**src/rtl/instr_fetch_unit.sv**
```systemverilog
// Instruction fetch unit: sequential PC generation, redirect handling and a
// small prefetch FIFO feeding decode through a valid/ready handshake.
module instr_fetch_unit #(
    parameter logic [31:0] RESET_PC  = 32'h0000_0000,
    parameter int unsigned BUF_DEPTH = 2
) (
    input  logic        clk,
    input  logic        rst,
    output logic [31:0] imem_addr,
    input  logic [31:0] imem_data,
    input  logic        fetch_en,
    input  logic        redirect_valid,
    input  logic [31:0] redirect_pc,
    output logic        out_valid,
    output logic [31:0] out_instr,
    output logic [31:0] out_pc,
    input  logic        out_ready,
    output logic        misalign_err,
    output logic [1:0]  fetch_state
);

    localparam int unsigned PW = $clog2(BUF_DEPTH);
    localparam int unsigned CW = PW + 1;
    localparam logic [CW-1:0] FULL = CW'(BUF_DEPTH);

    typedef enum logic [1:0] {
        IDLE  = 2'b00,
        FETCH = 2'b01,
        STALL = 2'b10
    } state_t;

    state_t        state, state_next;
    logic [31:0]   fetch_pc;
    logic [31:0]   buf_pc    [BUF_DEPTH];
    logic [31:0]   buf_instr [BUF_DEPTH];
    logic [PW-1:0] head, tail;
    logic [CW-1:0] count, count_next;
    logic          push, pop;
    logic          misalign_q;

    assign imem_addr    = fetch_pc;
    assign out_valid    = (count != '0);
    assign out_pc       = out_valid ? buf_pc[head]    : '0;
    assign out_instr    = out_valid ? buf_instr[head] : '0;
    assign misalign_err = misalign_q;
    assign fetch_state  = state;

    assign pop  = out_valid && out_ready;
    assign push = (state == FETCH) && !redirect_valid && ((count < FULL) || pop);

    // A redirect flushes everything, including an entry popped that same cycle.
    always_comb begin
        count_next = count;
        if (redirect_valid)
            count_next = '0;
        else
            count_next = count + CW'(push) - CW'(pop);
    end

    always_comb begin
        state_next = state;
        case (state)
            IDLE:    if (fetch_en) state_next = FETCH;
            FETCH: begin
                if (!fetch_en)                 state_next = IDLE;
                else if (count_next == FULL)   state_next = STALL;
            end
            STALL: begin
                if (!fetch_en)                 state_next = IDLE;
                else if (count_next < FULL)    state_next = FETCH;
            end
            default: state_next = IDLE;
        endcase
    end

    always_ff @(posedge clk) begin
        if (rst) begin
            state      <= IDLE;
            fetch_pc   <= RESET_PC;
            head       <= '0;
            tail       <= '0;
            count      <= '0;
            misalign_q <= 1'b0;
        end else begin
            state      <= state_next;
            count      <= count_next;
            misalign_q <= redirect_valid && (redirect_pc[1:0] != 2'b00);
            if (redirect_valid) begin
                fetch_pc <= {redirect_pc[31:2], 2'b00};
                head     <= '0;
                tail     <= '0;
            end else begin
                if (push) begin
                    fetch_pc <= fetch_pc + 32'd4;
                    tail     <= tail + PW'(1);
                end
                if (pop)
                    head <= head + PW'(1);
            end
        end
    end

    always_ff @(posedge clk) begin
        if (!rst && push) begin
            buf_pc[tail]    <= fetch_pc;
            buf_instr[tail] <= imem_data;
        end
    end

endmodule

```
**config.mk**
```make
export PLATFORM = sky130hd
export DESIGN_NAME = instr_fetch_unit
export DESIGN_NICKNAME = d
export VERILOG_FILES = /design/src/rtl/instr_fetch_unit.sv
export SDC_FILE = /design/constraint.sdc
export NUM_CORES = 1
export LEC_CHECK = 0
export ABC_AREA = 1
export CAP_MARGIN = 20
export CORE_ASPECT_RATIO = 1.5
export CORE_UTILIZATION = 45
export CTS_BUF_LIST = sky130_fd_sc_hd__clkbuf_16
export DETAILED_ROUTE_END_ITERATION = 16
export MAX_ROUTING_LAYER = met4
export PLACE_DENSITY_LB_ADDON = 0.25
export SYNTH_ARGS = -nofsm -noshare
export SYNTH_HDL_FRONTEND = slang
export SYNTH_SLANG_ARGS = --single-unit
```
**constraint.sdc**
```tcl
create_clock -name clk -period 20.7 [get_ports clk]
set_input_delay 4.14 -clock clk [delete_from_list [all_inputs] [get_ports clk]]
set_output_delay 4.14 -clock clk [all_outputs]
set_load 0.02 [all_outputs]
```
==> results of run 1 <==
-- metrics by stage --
stage                     cell area, µm²  std cells
after floorplan                     7180        758
after global placement              8970       1097
after CTS                           9560       1128
final                               9580       1129
after detailed placement            8970       1097
after global routing                9580       1129
-- worst paths after layout --
| kind | start | to | cells past startpoint |
|---|---|---|---|
| worst min register to register | head | register | 1 |
| worst max register to register | count[1] | buf_instr[0][4] | 6 |
| worst min-delay path | head | register | 1 |
| worst max-delay path | register | out_pc[10] | 6 |
-- layer usage --
layer	global-route usage, %	vias up	share of wire [%]
met4	8.85	0	2.4
met2	37.7	161	53
met3	3.50	29	3.8
met1	22.9	2541	41
li1	-	2814	-
met5	-	-	0
-- logic make-up (layout without fill, tap and decap cells) --
kind of cell    Yosys count  count (layout)  synth area share (%)
buf+inv                  92             260                  5.36
xor+xnor                  6               6                 0.733
compound gates          117             117                  8.57
simple gates            374             374                  22.2
fa+ha+maj                 3               3                 0.524
flops                   162             162                  62.5
other cells               1               4                0.0523
-- flip-flops by register name, summed over array words and instances (netlist names), named ones only --
register	cells
buf_instr	64
buf_pc	60
count	2
fetch_state	2
head	1
imem_addr	30
misalign_err	1
tail	1
-- cell usage in the layout (no fill, tap or decap), drive strengths merged --
master         instances
nand3                 39
edfxtp               124
dfxtp                 38
a21oi                 86
clkinvlp               1
nand4                  1
a31oi                  7
o21bai                 4
xor2                   4
o21ai                 19
nor2                  55
bufinv                 3
and2                   1
inv                   59
ha                     3
clkinv                 9
clkdlybuf4s50        164
nor3                   2
conb                   4
xnor2                  2
or2                    3
a22oi                  1
clkbuf                17
buf                    7
nand2                271
nand3b                 2
-- final cells by class --
class	count	area, µm²	area share (%)
clock buffers	17	425	4.44
clock inverters	14	165	1.72
inverters	58	218	2.27
multi-input cells	504	2330	24.3
flip-flops and latches	162	4490	46.8
well taps	203	254	2.65
repair buffers	171	1710	17.8
-- report_power, final --
part / switching, mW / internal, mW
Clock: 0.121 / 0.189
Sequential: 0.00873 / 0.357
Combinational: 0.0342 / 0.0311
==> results.txt, run 1 <==
----------------------------------------------------
[Outcome]
  Outcome ... completed

[Setup path]
  CP startpoint kind ... register
  Crit Path Max Fanout ... 63
  Crit-path cells ... buf_4 -> inv_2 -> buf_12 -> nand2_1 -> a21oi_1 -> clkdlybuf4s50_1
  Worst Path Buf+Inv ... 4
  Required time worst endpoint ... 16.56 ns
  Category of the worst setup path capture point ... primary output
  Top delay family on crit path ... buffers and inverters
  Critical path's largest stage delay ... 0.58 ns
  Data arrival time at the worst-slack endpoint ... 2.69 ns
  Slowest stage cell, crit path ... sky130_fd_sc_hd__clkdlybuf4s50_1
  Start-to-end type of the worst setup path ... register to primary output
  Slack of the worst reg-to-reg path ... 18.11 ns

[Job]
  Count of max-cap constraint violations ... 0

[Timing]
  Final hold violations ... 0
  Unrepaired setup endpoints after global routing ... false
  Worst Hold Slack ... 0.447 ns
  Max-slew violation count ... 0
  FMAX ... 146 MHz
  Fin crit share ... 33.0%
  Final Setup Violations ... 0
  Minimum period implied by the final worst setup slack ... 6.83 ns
  Total negative slack ... 0 ns
  Relative slew margins ... 43.6%
  Final worst clock skew ... 0.0126 ns
  Transition at the pin with the smallest max-transition slack ... 0.846 ns
  Final setup slack of the worst path ... 13.87 ns

[Floorplan]
  Die height ... 157 µm
  Starting density of the core ... 45.9%
  Number of standard-cell rows in the floorplan ... 56
  Area enclosed by the die boundary ... 16500 µm²
  Placeable core region ... 15600 µm²
  Width of the chip ... 105 µm
  Number of top-level pins ... 169

[Global routing]
  Global-route wire length before repair ... 25.9 mm
  Aggregate global-route resource usage ... 21.0%
  Number of global-route vias before repair ... 5329
  Remaining Overflow, GRT ... 0
  Largest net degree at the start of global routing ... 64
  Number of antenna violations at the first check in global routing ... 0

[Synthesis]
  Area share of the largest cell type after synthesis ... 51.9%
  Top-count cell post-synth ... sky130_fd_sc_hd__nand2_1
  Sequential-to-total area share from yosys stat ... 62.5%
  Mapped cell area ... 7170 µm²
  EDFF count, synth ... 124
  Async set or reset register ratio after synthesis ... 0%
  Most common flop cell mapped by yosys ... sky130_fd_sc_hd__edfxtp_1
  Synthesis-stage register bit count ... 162
  Post-synth cell types ... 33
  Yosys warnings ... 0
  Synth area leaders ... sky130_fd_sc_hd__edfxtp_1 52%, sky130_fd_sc_hd__nand2_1 14%, sky130_fd_sc_hd__dfxtp_1 11%, sky130_fd_sc_hd__a21oi_1 5.9%, sky130_fd_sc_hd__inv_1 2.9%
  Synth cell count leaders ... 264 x sky130_fd_sc_hd__nand2_1, 124 x sky130_fd_sc_hd__edfxtp_1, 84 x sky130_fd_sc_hd__a21oi_1, 55 x sky130_fd_sc_hd__inv_1, 40 x sky130_fd_sc_hd__nor2_1
  Syn Area/Cell ... 9.50 µm²
  Synthesized instance count ... 755
  Library cell occupying the most area in the post-synthesis netlist ... sky130_fd_sc_hd__edfxtp_1

[Cells and area]
  Synth-to-layout area growth ... 33.7%
  Antenna fix cells ... 0
  Nets ... 986
  Final design utilization ... 61.3%
  Fraction of layout instances using a drive strength above 1 ... 7.67%
  Filler instances ... 1317

[Pwr]
  Lkg Pwr ... 3.45 nW
  Worst ir drop on vdd ... 0.0496 mV
  Power Total ... 0.740 mW
  Power Density ... 77.2 nW/µm²

[Route]
  Count of routing violations after the opening detailed-route iteration ... 362
  Post-detailed-route DRC marker count ... 0
  Average via count per standard cell ... 4.91
  Drt pass-1 iters ... 4
  Routed wire per std cell ... 14.3 µm
  WL final ... 16.2 mm
  Vias ... 5545
  Post-route antenna net violation count ... 0

[Clock tree]
  Buffer type at the clock tree root ... sky130_fd_sc_hd__clkbuf_16
  Maximum number of buffers from clock root to sink ... 2
  Number of clock sinks ... 162
  Insertion delay to the later sink of the worst-skew pair ... 0.41 ns
  CTS Hold Bufs ... 0
  Setup fix buffers added after clock tree synthesis ... 0
  TritonCTS buffer count ... 17
  Clock-pin transition on the worst setup and hold timing paths ... 0.07 ns
  CTS tree ... built
  # H-tree levels ... 4
  Post-cts repair resize count ... 0

[Placed design]
  GP Congestion ... 0.835
  Minimum setup slack after placement ... 13.81 ns
  Estimated wirelength of the detail-placed design ... 10.8 mm
  PortBufs ... 164

[Hold path]
  Class of the tightest hold or removal check ... register to register

----------------------------------------------------
(Power assumes the default switching activity.)
==> inputs of run 2 (changes only) <==
Clock period 20.7 ns to 5.65 ns, I/O delays scaled along.
==> run 2 against run 1 <==
Sequential share of layout area fell by 0.21 points. Combinational power rose to 3.7 times the previous value. Via count rose by 1.4%. Clock power rose to 3.9 times the previous value. Clock skew rose by 0.0016 ns. Die area did not move. Critical path depth fell by 2. Sequential cell count did not move. Critical endpoint is now out_pc[29]. Highest routed layer unchanged.
==> results.txt, run 2 (synthesis gave the netlist of run 1 again) <==
----------------------------------------------------
[Global routing]
  Global Route met3 Usage ... 3.08% (-0.42 points)
  Remaining Overflow, GRT ... 0 (unchanged)
  Global routing usage on met2 ... 38.3% (+0.57 points)
  Largest net degree at the start of global routing ... 63 (-1.6%)
  Global-route wire length before repair ... 26.5 mm (+2.2%)
  Aggregate global-route resource usage ... 21.5% (+0.53 points)
  Number of global-route vias before repair ... 5304 (-0.47%)
  Most Crowded Layer GR ... met2
  Met1 routing resource usage after global routing ... 24.5% (+1.7 points)
  Number of antenna violations at the first check in global routing ... 0 (unchanged)

[Clock tree]
  Clock-pin transition on the worst setup and hold timing paths ... 0.07 ns (about the same)
  Buffer type at the clock tree root ... sky130_fd_sc_hd__clkbuf_16
  TritonCTS buffer count ... 17 (unchanged)
  CTS tree ... built
  Number of clock sinks ... 162 (unchanged)
  Maximum number of buffers from clock root to sink ... 2 (unchanged)
  # H-tree levels ... 4 (unchanged)
  Post-cts repair resize count ... 0 (unchanged)
  Setup fix buffers added after clock tree synthesis ... 0 (unchanged)
  Insertion delay to the later sink of the worst-skew pair ... 0.42 ns (about the same)
  CTS Hold Bufs ... 0 (unchanged)

[Floorplan]
  Die height ... 157 µm (unchanged)
  Number of standard-cell rows in the floorplan ... 56 (unchanged)
  Area enclosed by the die boundary ... 16500 µm² (unchanged)
  Placeable core region ... 15600 µm² (unchanged)
  Starting density of the core ... 45.9% (unchanged)
  Width of the chip ... 105 µm (unchanged)
  Number of top-level pins ... 169 (unchanged)

[Placed design]
  GP Congestion ... 0.822 (-1.6%)
  PortBufs ... 164 (unchanged)
  Estimated wirelength of the detail-placed design ... 10.9 mm (+1.6%)

[Cells and area]
  Nets ... 987 (+0.10%)
  Most common cell after layout, fill and taps aside ... sky130_fd_sc_hd__nand2_1
  Filler instances ... 1332 (+1.1%)
  Max FFs per register ... 64 (unchanged)
  Most flop-heavy register ... buf_instr
  Commonest cells after routing, fill and taps aside ... 264 x sky130_fd_sc_hd__nand2_1, 164 x sky130_fd_sc_hd__clkdlybuf4s50_1, 124 x sky130_fd_sc_hd__edfxtp_1
  Fraction of layout instances using a drive strength above 1 ... 7.65% (-0.017 points)
  Antenna fix cells ... 0 (unchanged)
  Synth-to-layout area growth ... 34.3%

[Route]
  Vias ... 5620 (+1.4%)
  Average via count per standard cell ... 4.97 (+1.2%)
  Count of routing violations after the opening detailed-route iteration ... 408 (+13%)
  Post-route antenna net violation count ... 0 (unchanged)
  WL final ... 16.7 mm (+3.2%)
  Routed wire per std cell ... 14.8 µm (+3.0%)
  Post-detailed-route DRC marker count ... 0 (unchanged)
  Drt pass-1 iters ... 5 (+1)

[Hold path]
  Class of the tightest hold or removal check ... register to register
  Min-Delay Startpoint ... head
  Endpoint with the worst hold slack ... head
  Hold Path Cell Cnt ... 1 (unchanged)

[Setup path]
  Crit Path Max Fanout ... 35 (-44%)
  CP startpoint kind ... register
  Category of the worst setup path capture point ... primary output
  Data arrival time at the worst-slack endpoint ... 2.62 ns (-0.07 ns)
  End of the worst register-to-register path ... buf_pc[0][22]
  Depth of the worst register-to-register path ... 6 (unchanged)
  Start-to-end type of the worst setup path ... register to primary output
  CP startpoint ... count[1]
  Launch instance of the worst register-to-register path ... count[1]
  Slack of the worst reg-to-reg path ... 2.84 ns (-15.27 ns)
  Required time worst endpoint ... 4.52 ns (-12.04 ns)

[Timing]
  Final hold violations ... 0 (unchanged)
  Worst Hold Slack ... 0.454 ns (+0.00671 ns)
  Fin crit share ... 66.4%
  Relative slew margins ... 41.8% (-1.7 points)
  Transition at the pin with the smallest max-transition slack ... 0.872 ns (+0.0260 ns)
  Final worst clock skew ... 0.0142 ns (+0.00158 ns)
  Final Setup Violations ... 0 (unchanged)
  FMAX ... 266 MHz
  Unrepaired setup endpoints after global routing ... false
  Total negative slack ... 0 ns (unchanged)
  Minimum period implied by the final worst setup slack ... 3.75 ns
  Max-slew violation count ... 0 (unchanged)

[Job]
  Count of max-cap constraint violations ... 0 (unchanged)

[Pwr]
  Power Density ... 288 nW/µm² (+270%)
  Power Total ... 2.77 mW (+270%)
  Worst ir drop on vdd ... 0.196 mV (+300%)
  Lkg Pwr ... 3.48 nW (+0.85%)

[Outcome]
  Outcome ... completed

----------------------------------------------------
## run 2: worst max-delay path by stage
stage	endpoint	slack, ns	depth (start not counted)
CTS	out_pc[28]	1.81	4
detailed placement	buf_pc[0][27]	1.62	8
finish	out_pc[29]	1.90	4
global route	out_pc[16]	1.65	4
floorplan	buf_instr[0][0]	0.92	6
global placement	buf_pc[0][27]	1.65	8
## run 2: area by class of cell
type | count | area [µm²] | area share [%]
clock buffer | 17 | 425 | 4.42
clock inverter | 15 | 194 | 2.01
inverter | 58 | 218 | 2.26
multi-input combinational | 504 | 2340 | 24.3
sequential | 162 | 4490 | 46.6
tap | 203 | 254 | 2.64
timing repair buffer | 172 | 1710 | 17.8
## run 2: stage by stage
step	cells	setup slack [ns]	utilization [%]	area, µm²
final	1131	1.90	61.6	9630
after global placement	1098	1.65	57.5	8990
after global routing	1131	1.65	61.6	9630
after CTS	1130	1.81	61.5	9610
after floorplan	758	0.916	-	7190
after detailed placement	1098	1.62	57.5	8990
## run 2: power by group
| part | total, mW | internal, mW | switching [mW] | leakage, nW |
|---|---|---|---|---|
| sequential | 1.34 | 1.31 | 0.0338 | 1.44 |
| clock | 1.19 | 0.738 | 0.452 | 0.304 |
| combinational | 0.240 | 0.114 | 0.126 | 1.73 |
| total | 2.77 | 2.16 | 0.612 | 3.48 |
## run 2: worst max-delay path, stage by stage (launching register included)
cell                              delay [ns]
sky130_fd_sc_hd__dfxtp_1                0.38
sky130_fd_sc_hd__nor2_4                 0.68
sky130_fd_sc_hd__buf_4                  0.46
sky130_fd_sc_hd__a21oi_1                0.11
sky130_fd_sc_hd__clkdlybuf4s50_1        0.56
## run 2: layer usage
layer / vias to the layer above / part of all wire (%)
li1: 2815 / -
met1: 2612 / 41
met2: 165 / 53
met3: 28 / 4.4
met4: 0 / 1.8
met5: - / 0
